<file path="src/rtl/hazard_pkg.sv">
// Shared constants and types for the MIPS-style hazard scoreboard.
// MULTDIV_EN enables the multiply/divide family decode and busy counter.
package hazard_pkg;

  localparam int REG_W     = 5;
  localparam int TNEW_W    = 2;
  localparam int TUSE_W    = 2;
  localparam int MD_CNT_W  = 4;

  localparam int MULT_CYCLES_DEF = 5;
  localparam int DIV_CYCLES_DEF  = 10;

`ifdef MULTDIV_EN
  localparam bit MD_EN = 1'b1;
`else
  localparam bit MD_EN = 1'b0;
`endif

  localparam logic [5:0] OP_SPECIAL = 6'h00;
  localparam logic [5:0] OP_JAL     = 6'h03;
  localparam logic [5:0] OP_BEQ     = 6'h04;
  localparam logic [5:0] OP_ORI     = 6'h0D;
  localparam logic [5:0] OP_LUI     = 6'h0F;
  localparam logic [5:0] OP_LW      = 6'h23;
  localparam logic [5:0] OP_SW      = 6'h2B;

  localparam logic [5:0] FN_NOP     = 6'h00;
  localparam logic [5:0] FN_JR      = 6'h08;
  localparam logic [5:0] FN_MFHI    = 6'h10;
  localparam logic [5:0] FN_MTHI    = 6'h11;
  localparam logic [5:0] FN_MFLO    = 6'h12;
  localparam logic [5:0] FN_MTLO    = 6'h13;
  localparam logic [5:0] FN_MULT    = 6'h18;
  localparam logic [5:0] FN_MULTU   = 6'h19;
  localparam logic [5:0] FN_DIV     = 6'h1A;
  localparam logic [5:0] FN_DIVU    = 6'h1B;

  typedef enum logic [3:0] {
    IC_NONE,
    IC_CAL_R,
    IC_CAL_I,
    IC_LOAD,
    IC_STORE,
    IC_BRANCH,
    IC_JR,
    IC_JAL,
    IC_MULT,
    IC_DIV,
    IC_MT,
    IC_MF
  } iclass_e;

endpackage

</file>
<file path="src/rtl/hazard_decode.sv">
// Purely combinational classifier for the decode-stage instruction:
// destination tag, Tnew, source Tuse values and multiply/divide flags.
module hazard_decode
  import hazard_pkg::*;
(
  input  logic [31:0]       ir,
  output logic [REG_W-1:0]  dst,
  output logic [TNEW_W-1:0] tnew,
  output logic [REG_W-1:0]  rs,
  output logic [REG_W-1:0]  rt,
  output logic              rs_use,
  output logic              rt_use,
  output logic [TUSE_W-1:0] tuse_rs,
  output logic [TUSE_W-1:0] tuse_rt,
  output logic              is_md,
  output logic              is_mult,
  output logic              is_div
);

  logic [5:0]       op;
  logic [5:0]       fn;
  logic [REG_W-1:0] rd;
  iclass_e          cls;
  logic             unused_shamt;

  assign op = ir[31:26];
  assign rs = ir[25:21];
  assign rt = ir[20:16];
  assign rd = ir[15:11];
  assign fn = ir[5:0];
  assign unused_shamt = ^ir[10:6];

  always_comb begin
    cls = IC_NONE;
    case (op)
      OP_SPECIAL: begin
        if (fn == FN_JR)                                   cls = IC_JR;
        else if (fn == FN_NOP)                             cls = IC_NONE;
        else if (MD_EN && (fn == FN_MULT || fn == FN_MULTU)) cls = IC_MULT;
        else if (MD_EN && (fn == FN_DIV  || fn == FN_DIVU))  cls = IC_DIV;
        else if (MD_EN && (fn == FN_MTHI || fn == FN_MTLO))  cls = IC_MT;
        else if (MD_EN && (fn == FN_MFHI || fn == FN_MFLO))  cls = IC_MF;
        else                                               cls = IC_CAL_R;
      end
      OP_ORI, OP_LUI: cls = IC_CAL_I;
      OP_LW:          cls = IC_LOAD;
      OP_SW:          cls = IC_STORE;
      OP_BEQ:         cls = IC_BRANCH;
      OP_JAL:         cls = IC_JAL;
      default:        cls = IC_NONE;
    endcase
  end

  always_comb begin
    dst     = '0;
    tnew    = '0;
    rs_use  = 1'b0;
    rt_use  = 1'b0;
    tuse_rs = '0;
    tuse_rt = '0;
    case (cls)
      IC_CAL_R, IC_MF: begin
        dst     = rd;
        tnew    = 2'd1;
        rs_use  = 1'b1;
        rt_use  = 1'b1;
        tuse_rs = 2'd1;
        tuse_rt = 2'd1;
      end
      IC_CAL_I: begin
        dst     = rt;
        tnew    = 2'd1;
        rs_use  = 1'b1;
        tuse_rs = 2'd1;
      end
      IC_LOAD: begin
        dst     = rt;
        tnew    = 2'd2;
        rs_use  = 1'b1;
        tuse_rs = 2'd1;
      end
      IC_STORE: begin
        rs_use  = 1'b1;
        rt_use  = 1'b1;
        tuse_rs = 2'd1;
        tuse_rt = 2'd2;
      end
      IC_BRANCH: begin
        rs_use  = 1'b1;
        rt_use  = 1'b1;
      end
      IC_JR: begin
        rs_use  = 1'b1;
      end
      IC_JAL: begin
        dst     = 5'd31;
      end
      IC_MULT, IC_DIV: begin
        rs_use  = 1'b1;
        rt_use  = 1'b1;
        tuse_rs = 2'd1;
        tuse_rt = 2'd1;
      end
      IC_MT: begin
        rs_use  = 1'b1;
        tuse_rs = 2'd1;
      end
      default: ;
    endcase
  end

  assign is_mult = (cls == IC_MULT);
  assign is_div  = (cls == IC_DIV);
  assign is_md   = (cls == IC_MULT) || (cls == IC_DIV) || (cls == IC_MT) || (cls == IC_MF);

endmodule

</file>
<file path="src/rtl/hazard_scoreboard.sv">
// Tnew/Tuse stall scoreboard tracking destination tags through E/M/W.
// MULTDIV_EN adds the multiply/divide busy counter and its stall term.
module hazard_scoreboard
  import hazard_pkg::*;
#(
  parameter int MULT_CYCLES = MULT_CYCLES_DEF,
  parameter int DIV_CYCLES  = DIV_CYCLES_DEF
) (
  input  logic              clk,
  input  logic              rst_n,
  input  logic [31:0]       IR_D,
  output logic              STALL,
  output logic [REG_W-1:0]  DST_E,
  output logic [REG_W-1:0]  DST_M,
  output logic [REG_W-1:0]  DST_W,
  output logic [TNEW_W-1:0] TNEW_E,
  output logic [TNEW_W-1:0] TNEW_M,
  output logic              MD_BUSY
);

  logic [REG_W-1:0]  dec_dst;
  logic [TNEW_W-1:0] dec_tnew;
  logic [REG_W-1:0]  rs_d;
  logic [REG_W-1:0]  rt_d;
  logic              rs_use;
  logic              rt_use;
  logic [TUSE_W-1:0] tuse_rs;
  logic [TUSE_W-1:0] tuse_rt;
  logic              is_md;
  logic              is_mult;
  logic              is_div;
  logic              rs_hit;
  logic              rt_hit;
  logic              stall_md;

  hazard_decode u_decode (
    .ir      (IR_D),
    .dst     (dec_dst),
    .tnew    (dec_tnew),
    .rs      (rs_d),
    .rt      (rt_d),
    .rs_use  (rs_use),
    .rt_use  (rt_use),
    .tuse_rs (tuse_rs),
    .tuse_rt (tuse_rt),
    .is_md   (is_md),
    .is_mult (is_mult),
    .is_div  (is_div)
  );

  // W is never checked: its result is always forwardable.
  function automatic logic src_hazard(
    input logic [REG_W-1:0]  src,
    input logic              used,
    input logic [TUSE_W-1:0] tuse,
    input logic [REG_W-1:0]  dst_e,
    input logic [TNEW_W-1:0] tnew_e,
    input logic [REG_W-1:0]  dst_m,
    input logic [TNEW_W-1:0] tnew_m
  );
    logic hit_e;
    logic hit_m;
    hit_e = (src == dst_e) && (tnew_e > tuse);
    hit_m = (src == dst_m) && (tnew_m > tuse);
    return used && (src != '0) && (hit_e || hit_m);
  endfunction

  always_comb begin
    rs_hit = src_hazard(rs_d, rs_use, tuse_rs, DST_E, TNEW_E, DST_M, TNEW_M);
    rt_hit = src_hazard(rt_d, rt_use, tuse_rt, DST_E, TNEW_E, DST_M, TNEW_M);
  end

  assign stall_md = is_md && MD_BUSY;
  assign STALL    = rs_hit || rt_hit || stall_md;

  // D -> E -> M -> W tag pipeline; a stall only turns the E load into a bubble.
  always_ff @(posedge clk or negedge rst_n) begin
    if (!rst_n) begin
      DST_E  <= '0;
      TNEW_E <= '0;
      DST_M  <= '0;
      TNEW_M <= '0;
      DST_W  <= '0;
    end else begin
      DST_E  <= STALL ? '0 : dec_dst;
      TNEW_E <= STALL ? '0 : dec_tnew;
      DST_M  <= DST_E;
      TNEW_M <= (TNEW_E != '0) ? TNEW_E - 2'd1 : '0;
      DST_W  <= DST_M;
    end
  end

`ifdef MULTDIV_EN
  logic [MD_CNT_W-1:0] md_cnt;

  always_ff @(posedge clk or negedge rst_n) begin
    if (!rst_n) begin
      md_cnt <= '0;
    end else if (!STALL && is_mult) begin
      md_cnt <= MD_CNT_W'(MULT_CYCLES);
    end else if (!STALL && is_div) begin
      md_cnt <= MD_CNT_W'(DIV_CYCLES);
    end else if (md_cnt != '0) begin
      md_cnt <= md_cnt - 1'b1;
    end
  end

  assign MD_BUSY = (md_cnt != '0);
`else
  logic unused_md;

  assign MD_BUSY   = 1'b0;
  assign unused_md = ^{is_mult, is_div, MULT_CYCLES[0], DIV_CYCLES[0], MD_CNT_W[0]};
`endif

endmodule

</file>
<file path="config.mk">
export PLATFORM = sky130hd
export DESIGN_NAME = hazard_scoreboard
export DESIGN_NICKNAME = d
export VERILOG_FILES = /design/src/rtl/hazard_pkg.sv /design/src/rtl/hazard_decode.sv /design/src/rtl/hazard_scoreboard.sv
export SDC_FILE = /design/constraint.sdc
export NUM_CORES = 1
export LEC_CHECK = 0
export ABC_CLOCK_PERIOD_IN_PS = 5800
export BUFFER_PORTS_ARGS = -buffer_cell sky130_fd_sc_hd__buf_2
export CORE_ASPECT_RATIO = 1.25
export CORE_UTILIZATION = 33
export CTS_CLUSTER_DIAMETER = 40
export DETAILED_ROUTE_END_ITERATION = 10
export GPL_TIMING_DRIVEN = 0
export PLACE_DENSITY_LB_ADDON = 0.2
export SYNTH_ARGS = -nofsm -noshare
export SYNTH_HDL_FRONTEND = slang
export SYNTH_SLANG_ARGS = --single-unit
</file>
<file path="constraint.sdc">
create_clock -name clk -period 5.8 [get_ports clk]
set_input_delay 0.58 -clock clk [delete_from_list [all_inputs] [get_ports clk]]
set_output_delay 0.58 -clock clk [all_outputs]
set_load 0.01 [all_outputs]
</file>
# --- After elaboration in Yosys (flattened, before gate mapping) ---
# Index checks and enable logic that the tools add are counted.
totals:
  regBits: 19
  output_inout_bits: 21
op_classes:
  add_sub_neg: 1
  magnitude_cmp: 4
  eq_ne: 22
  muxes: 12
  reduce_logical: 24
ops:
  columns: ["operator", "count"]
  rows:
  - ["case mux 4 bit (6 select lines)", 1]
  - ["== test 5 bit", 4]
  - ["== test 6 x 4 -> 1 bit (second input constant)", 3]
  - ["== test 4 x 3 -> 1 bit (second input constant)", 4]
  - ["== test 4 bit (second input constant)", 4]
  - ["case mux 5 bit (3 select lines)", 1]
  - ["== test 6 bit (second input constant)", 2]
  - ["logical NOT 6 bit", 2]
  - ["nonzero test 5 bit", 2]
  - ["OR reduction 10 bit", 1]
  - ["== test 4 x 2 -> 1 bit (second input constant)", 2]
  - ["> comparator 2 bit", 4]
  - ["logical AND 1 bit", 8]
  - ["case mux 2 bit (2 select lines)", 2]
  - ["OR reduction 8 bit", 1]
  - ["== test 6 x 2 -> 1 bit (second input constant)", 1]
  - ["== test 6 x 3 -> 1 bit (second input constant)", 1]
  - ["OR reduction 2 bit", 3]
  - ["OR reduction 6 bit", 1]
  - ["2-to-1 mux 5 bit", 1]
  - ["== test 4 x 1 -> 1 bit (second input constant)", 1]
  - ["2-to-1 mux 1 bit", 4]
  - ["2-to-1 mux 2 bit", 2]
  - ["2-to-1 mux 4 bit", 1]
  - ["other kinds (5)", 7]

# --- Depth between registers and ports, before layout ---
# Gate-level depths: netlist (run 1).
logic_depth:
  word_depth: 13
  depth_mapped: 16

# --- Hierarchy ---
# A second synthesis (run 1) with hierarchy kept.
unflattened:
  hier_cells: 140
  hier_area_um2: 1370.1
by_module_without_submodules:
  columns: ["mod", "n_inst", "cells_per_inst", "area_each_um2"]
  rows:
  - ["hazard_scoreboard", 1, 87, 985.9]
  - ["hazard_decode", 1, 53, 384.1]

# --- Worst setup path before layout (run 1) ---
# No wires, ideal clock.
synth_timing:
  path_kind: "input -> output"
  start: "in IR_D[31]"
  end: "out STALL"
  t_arrival_ns: 2.997
  t_required_ns: 5.220
  setup_slack_ns: 2.223
  stages: 15
  n_path_buf: 1
  cell_sequence: "nor3_1 -> a21oi_1 -> or3_1 -> inv_1 -> ha_1 -> buf_1 -> inv_1 -> nor2_1 -> ha_1 -> nor2_1 -> o2111ai_1 -> nor3_1 -> a22oi_1 -> a21oi_4 -> a21o_1"
synth_between:
  elab_chain_cells: 11
  elab_cells_between_ends: 42
  cone_classes: "order compare: 4; eq/ne: 16; mux: 5; reduce/logical: 17"
synth_lines:
  columns: ["item", "line_no", "rtl"]
  rows:
  - ["start: declaration", "hazard_scoreboard.sv:11", "input logic [31:0] IR_D,"]
  - ["== test 6 x 4 -> 1 bit", "hazard_decode.sv:35", "case (op)"]
  - ["OR reduction 2 bit", "hazard_decode.sv:35", null]
  - ["case mux 4 bit (6 select lines) *", "hazard_decode.sv:35", null]
  - ["== test 4 bit, or another cell as far along", null, null]
  - ["OR reduction 4 bit (no source line) or OR reduction 8 bit (tied branches)", null, null]
  - ["case mux 2 bit (2 select lines) or 2-to-1 mux 1 bit (tied branches)", "hazard_decode.sv:61", "case (cls)"]
  - ["> comparator 2 bit (on tied branches)", "hazard_scoreboard.sv:63, hazard_scoreboard.sv:64", null]
  - ["logical AND 1 bit (on tied branches)", "hazard_scoreboard.sv:63, hazard_scoreboard.sv:64", null]
  - ["logical OR 1 bit", "hazard_scoreboard.sv:65", "return used && (src != '0) && (hit_e || hit_m);"]
  - ["logical AND 1 bit", "hazard_scoreboard.sv:65", null]
  - ["logical OR 1 bit *", "hazard_scoreboard.sv:74", "assign STALL = rs_hit || rt_hit || stall_md;"]
  - ["end: declaration", "hazard_scoreboard.sv:12", "output logic STALL,"]
# Mark *: on every way between the ends. The rest lies on a longest branch, timed or not.

# --- Final worst setup path (run 1) ---
# Ends and elaborated chain as after synthesis.

==> results of run 1 <==
power groups by stage:
stage | logic [mW] | clock network (mW) | registers, mW
2_1_floorplan | 0.0314 | 0 | 0.151
3_3_place_gp | 0.0627 | 0 | 0.148
3_5_place_dp | 0.0642 | 0 | 0.148
4_1_cts | 0.0647 | 0.0914 | 0.146
5_1_grt | 0.0713 | 0.0981 | 0.147
6_report | 0.0640 | 0.0914 | 0.146
routing by layer:
| metal | track usage (%) | share of wire (%) | vias up | wire, µm |
|---|---|---|---|---|
| met1 | 18.13 | 40 | 544 | 1239 |
| met2 | 28.42 | 52 | 42 | 1604 |
| met3 | 1.625 | 5.1 | 7 | 157 |
| li1 | - | - | 584 | - |
| met5 | 0 | 0 | - | 0 |
| met4 | 8.401 | 2.7 | 0 | 82 |
metrics by stage:
step	instances	hold slack (ns)	setup WS, ns
global route	225	0.2824	1.212
detailed placement	221	0.4594	1.532
CTS	225	0.2684	1.531
finish	225	0.2497	1.555
global placement	221	0.4421	1.714
floorplan	134	0.2844	2.223
cell usage in the layout (no fill, tap or decap), types with 2 or more instances in the layout:
master	n
nand2_1	7
o31ai_1	2
dfrtp_1	19
a21oi_1	3
ha_1	9
xnor2_1	20
and2_1	2
inv_1	10
and4_1	2
nor4_1	3
clkbuf_8	3
o2bb2ai_1	2
nand4_1	3
nor2_1	10
a221oi_1	5
o22ai_1	2
nor3_1	9
buf_2	48
nor3b_1	2
o21ai_0	4
kinds of logic (layout without fill, tap and decap cells):
family                   after synthesis  after routing
AO/OA/AOI/OAI                         27             27
AND/OR/NAND/NOR                       45             45
flip-flops                            19             19
buffers and inverters                 13             65
other                                  1              1
XOR/XNOR                              20             20
adder cells (fa/ha/maj)                9              9
path summary, 6_finish.rpt:
check / start / cells after the start / to / slack [ns]
min in group clk: TNEW_E[0]$_DFF_PN0_ / 1 / TNEW_M[0]$_DFF_PN0_ / 0.47
max in group asynchronous: rst_n / 1 / DST_M[2]$_DFF_PN0_ / 5.26
worst min register to register: TNEW_E[0]$_DFF_PN0_ / 1 / TNEW_M[0]$_DFF_PN0_ / 0.47
worst min-delay path: rst_n / 1 / DST_E[3]$_DFF_PN0_ / 0.25
worst max register to register: TNEW_E[0]$_DFF_PN0_ / 8 / DST_E[1]$_DFF_PN0_ / 3.97
worst max-delay path: IR_D[31] / 17 / STALL / 1.55
area by class of cell:
cell class,instances,share of cell area [%]
Multi-Input combinational cell,102,46.18
Inverter,10,2.340
Clock buffer,3,2.574
Clock inverter,1,0.3120
Sequential cell,19,29.64
Tap cell,39,3.042
Timing Repair Buffer,48,14.98
Buffer,3,0.9360
registers in the layout, indices dropped and copies added, names as in the netlist:
register / cells
DST_E: 5
DST_M: 5
DST_W: 5
TNEW_E: 2
TNEW_M: 2
==> summary.md, run 1 <==
| Metric | Value |
|---|---|
| Area of the multi-input gates | 740.7 µm² |
| Post-route ant nets | 0 |
| Antenna Cells | 0 |
| Post-synth net total | 177 |
| Area of the mapped netlist | 1269 µm² |
| Largest family of logic cells by synthesized area | simple AND/OR/NAND/NOR gates |
| Max Root-Sink Buffers | 2 |
| Total number of H-tree levels | 1 |
| # rows | 24 |
| Clock root cell | clkbuf_8 |
| FF+latch count, synth | 19 |
| Most frequent cell after synthesis | xnor2_1 |
| Max cap viols | 0 |
| DRT Wirelength | 3084 µm |
| Synth Area in Compound Gates | 16.17% |
| Combinational fraction of design power | 21.3% |
| Crit start category | input port |
| Leakage power | 0.7851 nW |
| Register share of total power | 48.4% |
| Register Area | 475.5 µm² |
| Crit path kind | input port to output port |
| Post-Syn Instances | 134 |
| GP Congestion | 0.7694 |
| Slowest CP cell | or3_1 |
| Fmax achieved | 235.5 MHz |
| Post-CTS Hold Fix Bufs | 0 |
| P_int | 217.6 µW |
| Hold Fails Final Rpt | 0 |
| Yosys top cell area share | 37.48% |
| Fin util | 44.89% |
| Area delta synth->final | 26.43% |
| First DRT Iteration DRCs | 33 |
| DRT Pass-1 Iters | 7 |
| Detail Placement HPWL | 2583 µm |
| Period minus WS final | 4.245 ns |
| Vias in the first global route | 1,134 |
| GR Overflow Total | 0 |
| Status | finished, violations left |
| CTS sink cnt | 19 |
| DP Area | 1558 µm² |
| Fraction of layout cells with a size suffix above 1 | 30.11% |
| GRT Overall Usage | 15.81% |
| IO Pins | 55 |
| Post-synthesis simple-gate area fraction | 19.23% |
| Most frequent cells after synthesis | xnor2_1, dfrtp_1, inv_1, nor2_1 |
| Largest net degree at the start of global routing | 20 |
| CP max FO | 8 |
| Drt drc | 3 |
| Post-DR wirelength/cell | 13.71 µm |
| Violated checks | DRC |
| Setup violators final | 0 |
| Fillers | 358 |
| Post-synthesis async set-or-reset flop share | 100.0% |
| Mux contribution to synthesized area | 0% |
| Largest area contributor in the netlist | dfrtp_1 |
| WP data required | 5.22 ns |
| Dominant cells by area after synthesis | dfrtp_1, xnor2_1, ha_1, nor3_1, a221oi_1 |
| Die span in x | 57.46 µm |
| Die Y | 71.33 µm |
| Post-CTS Resized | 0 |
| Main synth FF type | dfrtp_1 |
| Adder-Cell Fraction of Synth Area | 8.876% |
| Setup Buffers After CTS | 0 |
| Synth Area per Inst | 9.468 µm² |
| CP delay by family, top | simple AND/OR/NAND/NOR gates |
| Xor and xnor area share after synthesis | 13.81% |
| First-pass GRT wire length | 5016 µm |
| Unrepaired setup endpoints after global routing | false |
| Worst path cell trace | buf_2 -> nor3_1 -> a21oi_1 -> or3_1 -> inv_1 -> ha_1 -> buf_1 -> inv_1 -> nor2_1 -> ha_1 -> nor2_1 -> o2111ai_1 -> nor3_1 -> a22oi_1 -> a21oi_4 -> a21o_1 -> buf_2 |
| Yosys cell types | 38 |
| # nets final | 230 |
| Initial antenna violation count | 0 |
| Register clock-pin slew on the reported worst setup and hold paths | 0.07 ns |
| Buf/Inv on CP | 5 |
| Initial Utilization | 35.50% |
| Worst Hold Class | input port to asynchronous set/reset pin |
| Num CTS Buffers | 3 |
| Pwr per Cell Area | 187.8 nW/µm² |
| Clock share of power | 30.3% |
| Total number of yosys warnings | 0 |
| Period utilization | 73.20% |
| CTS tree | built |
| DR vias | 1,177 |
| Net Sw Frac | 27.75% |
| Max Clock Skew | 0.006206 ns |
| Total core area | 3573 µm² |
| Critical path capture point type | output port |
| Design Area, Final | 1604 µm² |
| Worst path max stage delay | 0.37 ns |
| Die area | 4098 µm² |
| Post-synth EDFFs | 0 |
| Sequential area share after synthesis | 37.48% |
| Sw power | 83.58 µW |
| Sum Neg Setup Slack | 0 ns |
| VDD IR max | 0.06932 mV |
| Worst EP arrival | 3.67 ns |
| Port-buffer cells | 48 |
| Pwr Total | 301.2 µW |
| Clock Latency Late Sink | 0.26 ns |
| Via/cell ratio | 5.231 |
| Fin. max-slew vios | 0 |
Note: power is estimated with default switching activity, not from simulation.
==> run 2: changes to the inputs <==
--- a/config.mk
+++ b/config.mk
@@ -5,7 +5,8 @@
 export SDC_FILE = /design/constraint.sdc
 export NUM_CORES = 1
 export LEC_CHECK = 0
-export ABC_CLOCK_PERIOD_IN_PS = 5800
+export ABC_AREA = 1
+export ABC_CLOCK_PERIOD_IN_PS = 4280
 export BUFFER_PORTS_ARGS = -buffer_cell sky130_fd_sc_hd__buf_2
 export CORE_ASPECT_RATIO = 1.25
 export CORE_UTILIZATION = 33
==> constraint.sdc (replaced) <==
create_clock -name clk -period 4.28 [get_ports clk]
set_input_delay 0.428 -clock clk [delete_from_list [all_inputs] [get_ports clk]]
set_output_delay 0.428 -clock clk [all_outputs]
set_load 0.01 [all_outputs]
==> summary.md, run 2 <==
| Metric | Value |
|---|---|
| Hold slack | 0.09768 ns (was 0.2497 ns) |
| Max Clock Skew | 0.006527 ns (was 0.006206 ns) |
| Fin. max-slew vios | 0 (unchanged) |
| Met1 usage | 15.85% (was 18.13%) |
| Post-synth net total | 219 (was 177) |
| Setup Buffers After CTS | 0 (unchanged) |
| Total number of H-tree levels | 1 (unchanged) |
| Vias in the first global route | 1,140 (was 1,134) |
| Die area | 4454 µm² (was 4098 µm²) |
| DRT Wirelength | 2815 µm (was 3084 µm) |
| Area of the multi-input gates | 817.0 µm² (was 740.7 µm²) |
| Yosys top cell area share | 34.39% (was 37.48%) |
| CTS sink cnt | 19 (unchanged) |
| P_int | 285.1 µW (was 217.6 µW) |
| IO Pins | 55 (unchanged) |
| Commonest non-fill, non-tap cell in the layout | buf_2 (unchanged) |
| Setup WS post-layout | 0.8049 ns (was 1.555 ns) |
| Largest net degree at the start of global routing | 20 (unchanged) |
| Met2 GRT Util | 25.31% (was 28.42%) |
| Pre-CTS setup slack | 0.7936 ns (was 1.532 ns) |
| Clock Latency Late Sink | 0.25 ns (was 0.26 ns) |
| Main synth FF type | dfrtp_1 (unchanged) |
| Post-synth EDFFs | 0 (unchanged) |
| CP max FO | 8 (unchanged) |
| VDD IR max | 0.08447 mV (was 0.06932 mV) |
| CTS tree | built (unchanged) |
| # nets final | 272 (was 230) |
| Max Root-Sink Buffers | 2 (unchanged) |
| Combinational fraction of design power | 20.4% (was 21.3%) |
| Die span in x | 59.90 µm (was 57.46 µm) |
| Initial Utilization | 35.36% (was 35.50%) |
| DRT Pass-1 Iters | 4 (was 7) |
| Register clock-pin slew on the reported worst setup and hold paths | 0.07 ns (about the same) |
| Dpl cells | 278 (was 221) |
| R2r endpoint | TNEW_E[0]$_DFF_PN0_ (was DST_E[1]$_DFF_PN0_) |
| First-pass GRT wire length | 4747 µm (was 5016 µm) |
| CP Launch Point | IR_D[5] (was IR_D[31]) |
| Leakage power | 0.9424 nW (was 0.7851 nW) |
| R2R Path Start | TNEW_E[0]$_DFF_PN0_ (unchanged) |
| Antenna Cells | 0 (unchanged) |
| Most frequent cell after synthesis | nand2_1 (was xnor2_1) |
| Largest area contributor in the netlist | dfrtp_1 (unchanged) |
| Die Y | 74.37 µm (was 71.33 µm) |
| Reg-to-reg slack, setup | 2.67 ns (was 3.97 ns) |
| # rows | 25 (was 24) |
| Drt drc | 0 (was 3) |
| Worst path max stage delay | 0.30 ns (was 0.37 ns) |
| Pwr per Cell Area | 227.2 nW/µm² (was 187.8 nW/µm²) |
| DR vias | 1,250 (was 1,177) |
| Worst Hold Class | input port to asynchronous set/reset pin (unchanged) |
| Num CTS Buffers | 3 (unchanged) |
| Worst EP arrival | 3.05 ns (was 3.67 ns) |
| Unrepaired setup endpoints after global routing | false (unchanged) |
| Post-CTS Resized | 0 (unchanged) |
| Layer with the highest usage | met2 (unchanged) |
| Post-Syn Instances | 176 (was 134) |
| Post-synthesis async set-or-reset flop share | 100.0% (unchanged) |
| Setup violators final | 0 (unchanged) |
| Yosys cell types | 27 (was 38) |
| Fmax achieved | 287.8 MHz |
| FF+latch count, synth | 19 (unchanged) |
| Area delta synth->final | 25.61% (was 26.43%) |
| Critical path capture point type | output port (unchanged) |
| Most common cell on crit path | o21ai_0 |
| Synth Area per Inst | 7.856 µm² (was 9.468 µm²) |
| Register Area | 475.5 µm² (unchanged) |
| Period minus WS final | 3.475 ns |
| Worst path cell trace | buf_2 -> or2_1 -> o21ai_0 -> and3_1 -> inv_1 -> ha_1 -> o21ai_0 -> nand3_1 -> ha_1 -> o21ai_0 -> nand4_1 -> nand2_1 -> nand3_2 -> nand2_4 -> buf_2 (was buf_2 -> nor3_1 -> a21oi_1 -> or3_1 -> inv_1 -> ha_1 -> buf_1 -> inv_1 -> nor2_1 -> ha_1 -> nor2_1 -> o2111ai_1 -> nor3_1 -> a22oi_1 -> a21oi_4 -> a21o_1 -> buf_2) |
| Period utilization | 81.19% |
| Fillers | 438 (was 358) |
| Slowest CP cell | ha_1 (was or3_1) |
| GP Congestion | 0.8186 (was 0.7694) |
| Commonest non-fill, non-tap cells in the layout | buf_2, nand2_1, nor2_1 (was buf_2, xnor2_1, dfrtp_1) |
| GRT Overall Usage | 14.01% (was 15.81%) |
| Status | finished clean (was finished, violations left) |
| Crit start category | input port (unchanged) |
| Fraction of layout cells with a size suffix above 1 | 35.53% (was 30.11%) |
| Initial antenna violation count | 0 (unchanged) |
| CP endpoint | STALL (unchanged) |
| Crit path kind | input port to output port (unchanged) |
| Sequential area share after synthesis | 34.39% (was 37.48%) |
| Hold Fails Final Rpt | 0 (unchanged) |
| Total number of yosys warnings | 0 (unchanged) |
| R2R cell count | 8 (unchanged) |
| Clock root cell | clkbuf_8 (unchanged) |
| Register share of total power | 48.6% (was 48.4%) |
| Post-CTS Hold Fix Bufs | 0 (unchanged) |
| WP data required | 3.85 ns (was 5.22 ns) |
| Total core area | 3910 µm² (was 3573 µm²) |
| Port-buffer cells | 48 (unchanged) |
| Area of the mapped netlist | 1383 µm² (was 1269 µm²) |
| Sw power | 109.4 µW (was 83.58 µW) |
| GR Overflow Total | 0 (unchanged) |
| Via/cell ratio | 4.433 (was 5.231) |
| Post-DR wirelength/cell | 9.982 µm (was 13.71 µm) |
| GRT met3 Usage | 1.913% (was 1.625%) |
| Top Registers | DST_E: 5 flops, DST_M: 5 flops, DST_W: 5 flops (unchanged) |
| First DRT Iteration DRCs | 20 (was 33) |
| Sum Neg Setup Slack | 0 ns (unchanged) |
| Detail Placement HPWL | 2426 µm (was 2583 µm) |
| Clock share of power | 31.0% (was 30.3%) |
| Non-filler instance count after layout | 282 (was 225) |
| Post-route ant nets | 0 (unchanged) |
| Pwr Total | 394.5 µW (was 301.2 µW) |
| Most frequent cells after synthesis | nand2_1, nor2_1, dfrtp_1, inv_1 (was xnor2_1, dfrtp_1, inv_1, nor2_1) |
| Max cap viols | 0 (unchanged) |
| Net Sw Frac | 27.72% (was 27.75%) |
| Dominant cells by area after synthesis | dfrtp_1, nand2_1, ha_1, nor2_1, inv_1 (was dfrtp_1, xnor2_1, ha_1, nor3_1, a221oi_1) |
==> run 2: layer usage <==
| layer | part of all wire [%] | routed length [µm] | vias to the layer above |
|---|---|---|---|
| met2 | 52 | 1464 | 41 |
| met5 | 0 | 0 | - |
| met3 | 4.9 | 137 | 6 |
| li1 | - | - | 656 |
| met4 | 2.4 | 67 | 0 |
| met1 | 41 | 1146 | 547 |
==> run 2: stage by stage <==
stage | instance area [µm²] | util (%)
after floorplan | 1383 | -
after global placement | 1690 | 43.23
after detailed placement | 1690 | 43.23
after CTS | 1737 | 44.42
after global routing | 1737 | 44.42
final | 1737 | 44.42
==> run 2: layout make-up <==
| cell class | instances | share of cell area, % |
|---|---|---|
| multi-input cells | 134 | 47.05 |
| flip-flops and latches | 19 | 27.38 |
| repair buffers | 48 | 13.83 |
| inverters | 22 | 4.755 |
| well taps | 54 | 3.890 |
| clock buffers | 3 | 2.378 |
| plain buffers | 1 | 0.4323 |
| clock inverters | 1 | 0.2882 |
==> run 2: logic make-up (layout without fill, tap and decap cells) <==
group	after synthesis	count (layout)	synth area share (%)
adders and majority gates	9	9	8.145
DFF	19	19	34.39
and+or+nand+nor	97	97	35.84
other	1	1	0.2712
xor gates and xnor gates	15	15	9.503
buffers and inverters	23	75	6.516
AOI/OAI and AO/OA	12	12	5.340
==> run 2: worst max-delay path: cells and delay by family <==
kind                     cells  cell delay [ns]
AND/OR/NAND/NOR              7             1.09
AO/OA/AOI/OAI                3             0.66
adder cells (fa/ha/maj)      2             0.51
buffers and inverters        3             0.34
==> run 2: worst min-delay path by stage <==
stage           from             endpoint  slack [ns]  cells past startpoint
2_1_floorplan  rst_n   DST_E[0]$_DFF_PN0_        0.13                      0
3_3_place_gp   rst_n   DST_W[2]$_DFF_PN0_        0.39                      1
6_report       rst_n   DST_W[0]$_DFF_PN0_         0.1                      1
3_5_place_dp   rst_n  TNEW_M[0]$_DFF_PN0_        0.39                      1
5_1_grt        rst_n   DST_E[4]$_DFF_PN0_        0.14                      1
4_1_cts        rst_n   DST_E[2]$_DFF_PN0_        0.12                      1
==> run 2: power groups by stage <==
stage          Clock, mW  Combinational, mW  Sequential, mW
2_1_floorplan          0             0.0425           0.198
4_1_cts            0.126             0.0816           0.192
6_report           0.122             0.0804           0.192
5_1_grt            0.133             0.0920           0.193
3_5_place_dp           0             0.0813           0.195
3_3_place_gp           0             0.0808           0.196
==> run 3: changes to the inputs <==
--- a/config.mk
+++ b/config.mk
@@ -5,8 +5,8 @@
 export SDC_FILE = /design/constraint.sdc
 export NUM_CORES = 1
 export LEC_CHECK = 0
-export ABC_AREA = 1
-export ABC_CLOCK_PERIOD_IN_PS = 4280
+export ABC_AREA = 0
+export ABC_CLOCK_PERIOD_IN_PS = 3200
 export BUFFER_PORTS_ARGS = -buffer_cell sky130_fd_sc_hd__buf_2
 export CORE_ASPECT_RATIO = 1.25
 export CORE_UTILIZATION = 33
==> constraint.sdc (replaced) <==
create_clock -name clk -period 3.2 [get_ports clk]
set_input_delay 0.32 -clock clk [delete_from_list [all_inputs] [get_ports clk]]
set_output_delay 0.32 -clock clk [all_outputs]
set_load 0.01 [all_outputs]
==> summary.md, run 3 (synthesized netlist as in run 1, its figures left out) <==
| Metric | Value |
|---|---|
| Net Sw Frac | 28.28% (was 27.72%) |
| Register clock-pin slew on the reported worst setup and hold paths | 0.07 ns (about the same) |
| Detail Placement HPWL | 2583 µm (was 2426 µm) |
| VDD IR max | 0.1258 mV (was 0.08447 mV) |
| Fraction of layout cells with a size suffix above 1 | 43.30% (was 35.53%) |
| Max cap viols | 0 (unchanged) |
| GR Overflow Total | 0 (unchanged) |
| Initial Utilization | 35.50% (was 35.36%) |
| Antenna Cells | 0 (unchanged) |
| Pwr per Cell Area | 311.2 nW/µm² (was 227.2 nW/µm²) |
| Pwr Total | 565.8 µW (was 394.5 µW) |
| Clock share of power | 29.2% (was 31.0%) |
| Sw power | 160.0 µW (was 109.4 µW) |
| Crit start category | input port (unchanged) |
| Total core area | 3573 µm² (was 3910 µm²) |
| Max Clock Skew | 0.005610 ns (was 0.006527 ns) |
| Period minus WS final | 3.228 ns |
| Leakage power | 0.8586 nW (was 0.9424 nW) |
| Post-route ant nets | 0 (unchanged) |
| GP Congestion | 0.7694 (was 0.8186) |
| GRT met3 Usage | 1.625% (was 1.913%) |
| Dpl cells | 221 (was 278) |
| Met1 usage | 18.36% (was 15.85%) |
| Met2 GRT Util | 29.97% (was 25.31%) |
| CTS tree | built (unchanged) |
| Drt drc | 3 (was 0) |
| Num CTS Buffers | 3 (unchanged) |
| Clock root cell | clkbuf_8 (unchanged) |
| Via/cell ratio | 5.309 (was 4.433) |
| GRT Overall Usage | 16.52% (was 14.01%) |
| Post-DR wirelength/cell | 14.39 µm (was 9.982 µm) |
| Top Registers | DST_E: 5 flops, DST_M: 5 flops, DST_W: 5 flops (unchanged) |
| Largest net degree at the start of global routing | 20 (unchanged) |
| Status | finished, violations left (was finished clean) |
| Clock Latency Late Sink | 0.26 ns (was 0.25 ns) |
| # nets final | 238 (was 272) |
| WP data required | 2.88 ns (was 3.85 ns) |
| Total number of H-tree levels | 1 (unchanged) |
| Crit path kind | input port to output port (unchanged) |
| Commonest non-fill, non-tap cell in the layout | buf_2 (unchanged) |
| Post-CTS Hold Fix Bufs | 0 (unchanged) |
| Design Area, Final | 1818 µm² (was 1737 µm²) |
| Initial antenna violation count | 0 (unchanged) |
| Setup WS post-layout | -0.02798 ns (was 0.8049 ns) |
| Commonest non-fill, non-tap cells in the layout | buf_2, xnor2_1, dfrtp_1 (was buf_2, nand2_1, nor2_1) |
| Max Root-Sink Buffers | 2 (unchanged) |
| P_int | 405.8 µW (was 285.1 µW) |
| R2R cell count | 10 (was 8) |
| # rows | 24 (was 25) |
| Vias in the first global route | 1,190 (was 1,140) |
| Non-filler instance count after layout | 233 (was 282) |
| Die area | 4098 µm² (was 4454 µm²) |
| Fin util | 50.88% (was 44.42%) |
| Worst EP arrival | 2.91 ns (was 3.05 ns) |
| Fin. max-slew vios | 0 (unchanged) |
| IO Pins | 55 (unchanged) |
| Critical path capture point type | output port (unchanged) |
| CTS sink cnt | 19 (unchanged) |
| Setup violators final | 1 (was 0) |
| Layer with the highest usage | met2 (unchanged) |
| Unrepaired setup endpoints after global routing | true (was false) |
| Fmax achieved | 309.8 MHz |
| Port-buffer cells | 48 (unchanged) |
| First DRT Iteration DRCs | 24 (was 20) |
| Period utilization | 100.9% |
| Hold Fails Final Rpt | 19 (was 0) |
| CP max FO | 4 (was 8) |
| First-pass GRT wire length | 5257 µm (was 4747 µm) |
| DP Area | 1558 µm² (was 1690 µm²) |
| Die Y | 71.33 µm (was 74.37 µm) |
| Area delta synth->final | 43.29% (was 25.61%) |
| Register share of total power | 46.7% (was 48.6%) |
| Combinational fraction of design power | 24.0% (was 20.4%) |
| Hold slack | -0.009475 ns (was 0.09768 ns) |
| Die span in x | 57.46 µm (was 59.90 µm) |
| DR vias | 1,237 (was 1,250) |
| DRT Pass-1 Iters | 7 (was 4) |
| Violated checks | DRC, hold timing, setup timing |
| Worst Hold Class | input port to asynchronous set/reset pin (unchanged) |
| DRT Wirelength | 3354 µm (was 2815 µm) |
run 3: cell count changes in the layout (fill, tap and decap cells not counted), moves of 6 or more:
| cell | previous run | this run |
|---|---|---|
| nor2_1 | 23 | 8 |
| o21ai_0 | 8 | 2 |
| xor2_1 | 8 | 0 |
| nor2_2 | 11 | 1 |
| xnor2_1 | 7 | 20 |
| nand2_1 | 31 | 7 |
| inv_1 | 19 | 9 |
| nand3_1 | 11 | 0 |
| buf_4 | 1 | 10 |
run 3: critical path, cell delays in order:
cell and delay, ns:
buf_6 0.10, and3b_2 0.23, o21a_1 0.21, or3_4 0.34
clkbuf_8 0.14, o41a_1 0.44, ha_1 0.29, nor2_1 0.10
o21ai_1 0.08, o22ai_1 0.23, and2_4 0.20, a21o_1 0.11
buf_2 0.12
run 3: path summary, 6_finish.rpt:
check / start / to / slack, ns
setup / recovery: IR_D[27] / STALL / -0.03
min in group clk: IR_D[15] / DST_E[4]$_DFF_PN0_ / 0.37
max in group asynchronous: rst_n / DST_M[2]$_DFF_PN0_ / 2.91
setup reg to reg: TNEW_E[0]$_DFF_PN0_ / DST_E[1]$_DFF_PN0_ / 1.29
hold reg to reg: TNEW_E[0]$_DFF_PN0_ / TNEW_M[0]$_DFF_PN0_ / 0.47
hold / removal: rst_n / DST_E[3]$_DFF_PN0_ / -0.009
run 3: power groups by stage:
stage | Combinational [mW] | Clock (mW) | Sequential (mW)
2_1_floorplan | 0.0568 | 0 | 0.273
3_3_place_gp | 0.114 | 0 | 0.269
3_5_place_dp | 0.116 | 0 | 0.269
4_1_cts | 0.130 | 0.166 | 0.264
5_1_grt | 0.149 | 0.178 | 0.266
6_report | 0.136 | 0.165 | 0.264
run 3: area by class of cell:
type / count / area (µm²)
inverter: 10 / 40.04
clock buffer: 3 / 41.29
timing repair buffer: 57 / 339.1
fill: 339 / 1755
sequential: 19 / 475.5
tap: 39 / 48.80
buffer: 2 / 21.27
multi-input combinational: 102 / 847.1
clock inverter: 1 / 5.005
run 3: stage by stage:
| stage | TNS [ns] | setup WS (ns) |
|---|---|---|
| 6_report | -0.02798 | -0.02798 |
| 5_1_grt | -0.1411 | -0.1411 |
| 4_1_cts | -0.03712 | -0.03712 |
| 3_5_place_dp | -2.432 | -0.5477 |
| 3_3_place_gp | -1.605 | -0.3661 |
| 2_1_floorplan | 0 | 0.1435 |
run 3: timing repair:
action                                  in CTS  in global routing
endpoints found under the setup margin       6                  6
buffers inserted                             7                  2
pin swaps                                   13                 14
gates resized for setup                     25                 13
run 3: routing by layer:
metal / up-vias / part of all wire [%]
met5: - / 0
met4: 0 / 3.4
met3: 9 / 4.6
met2: 41 / 54
met1: 586 / 38
li1: 601 / -
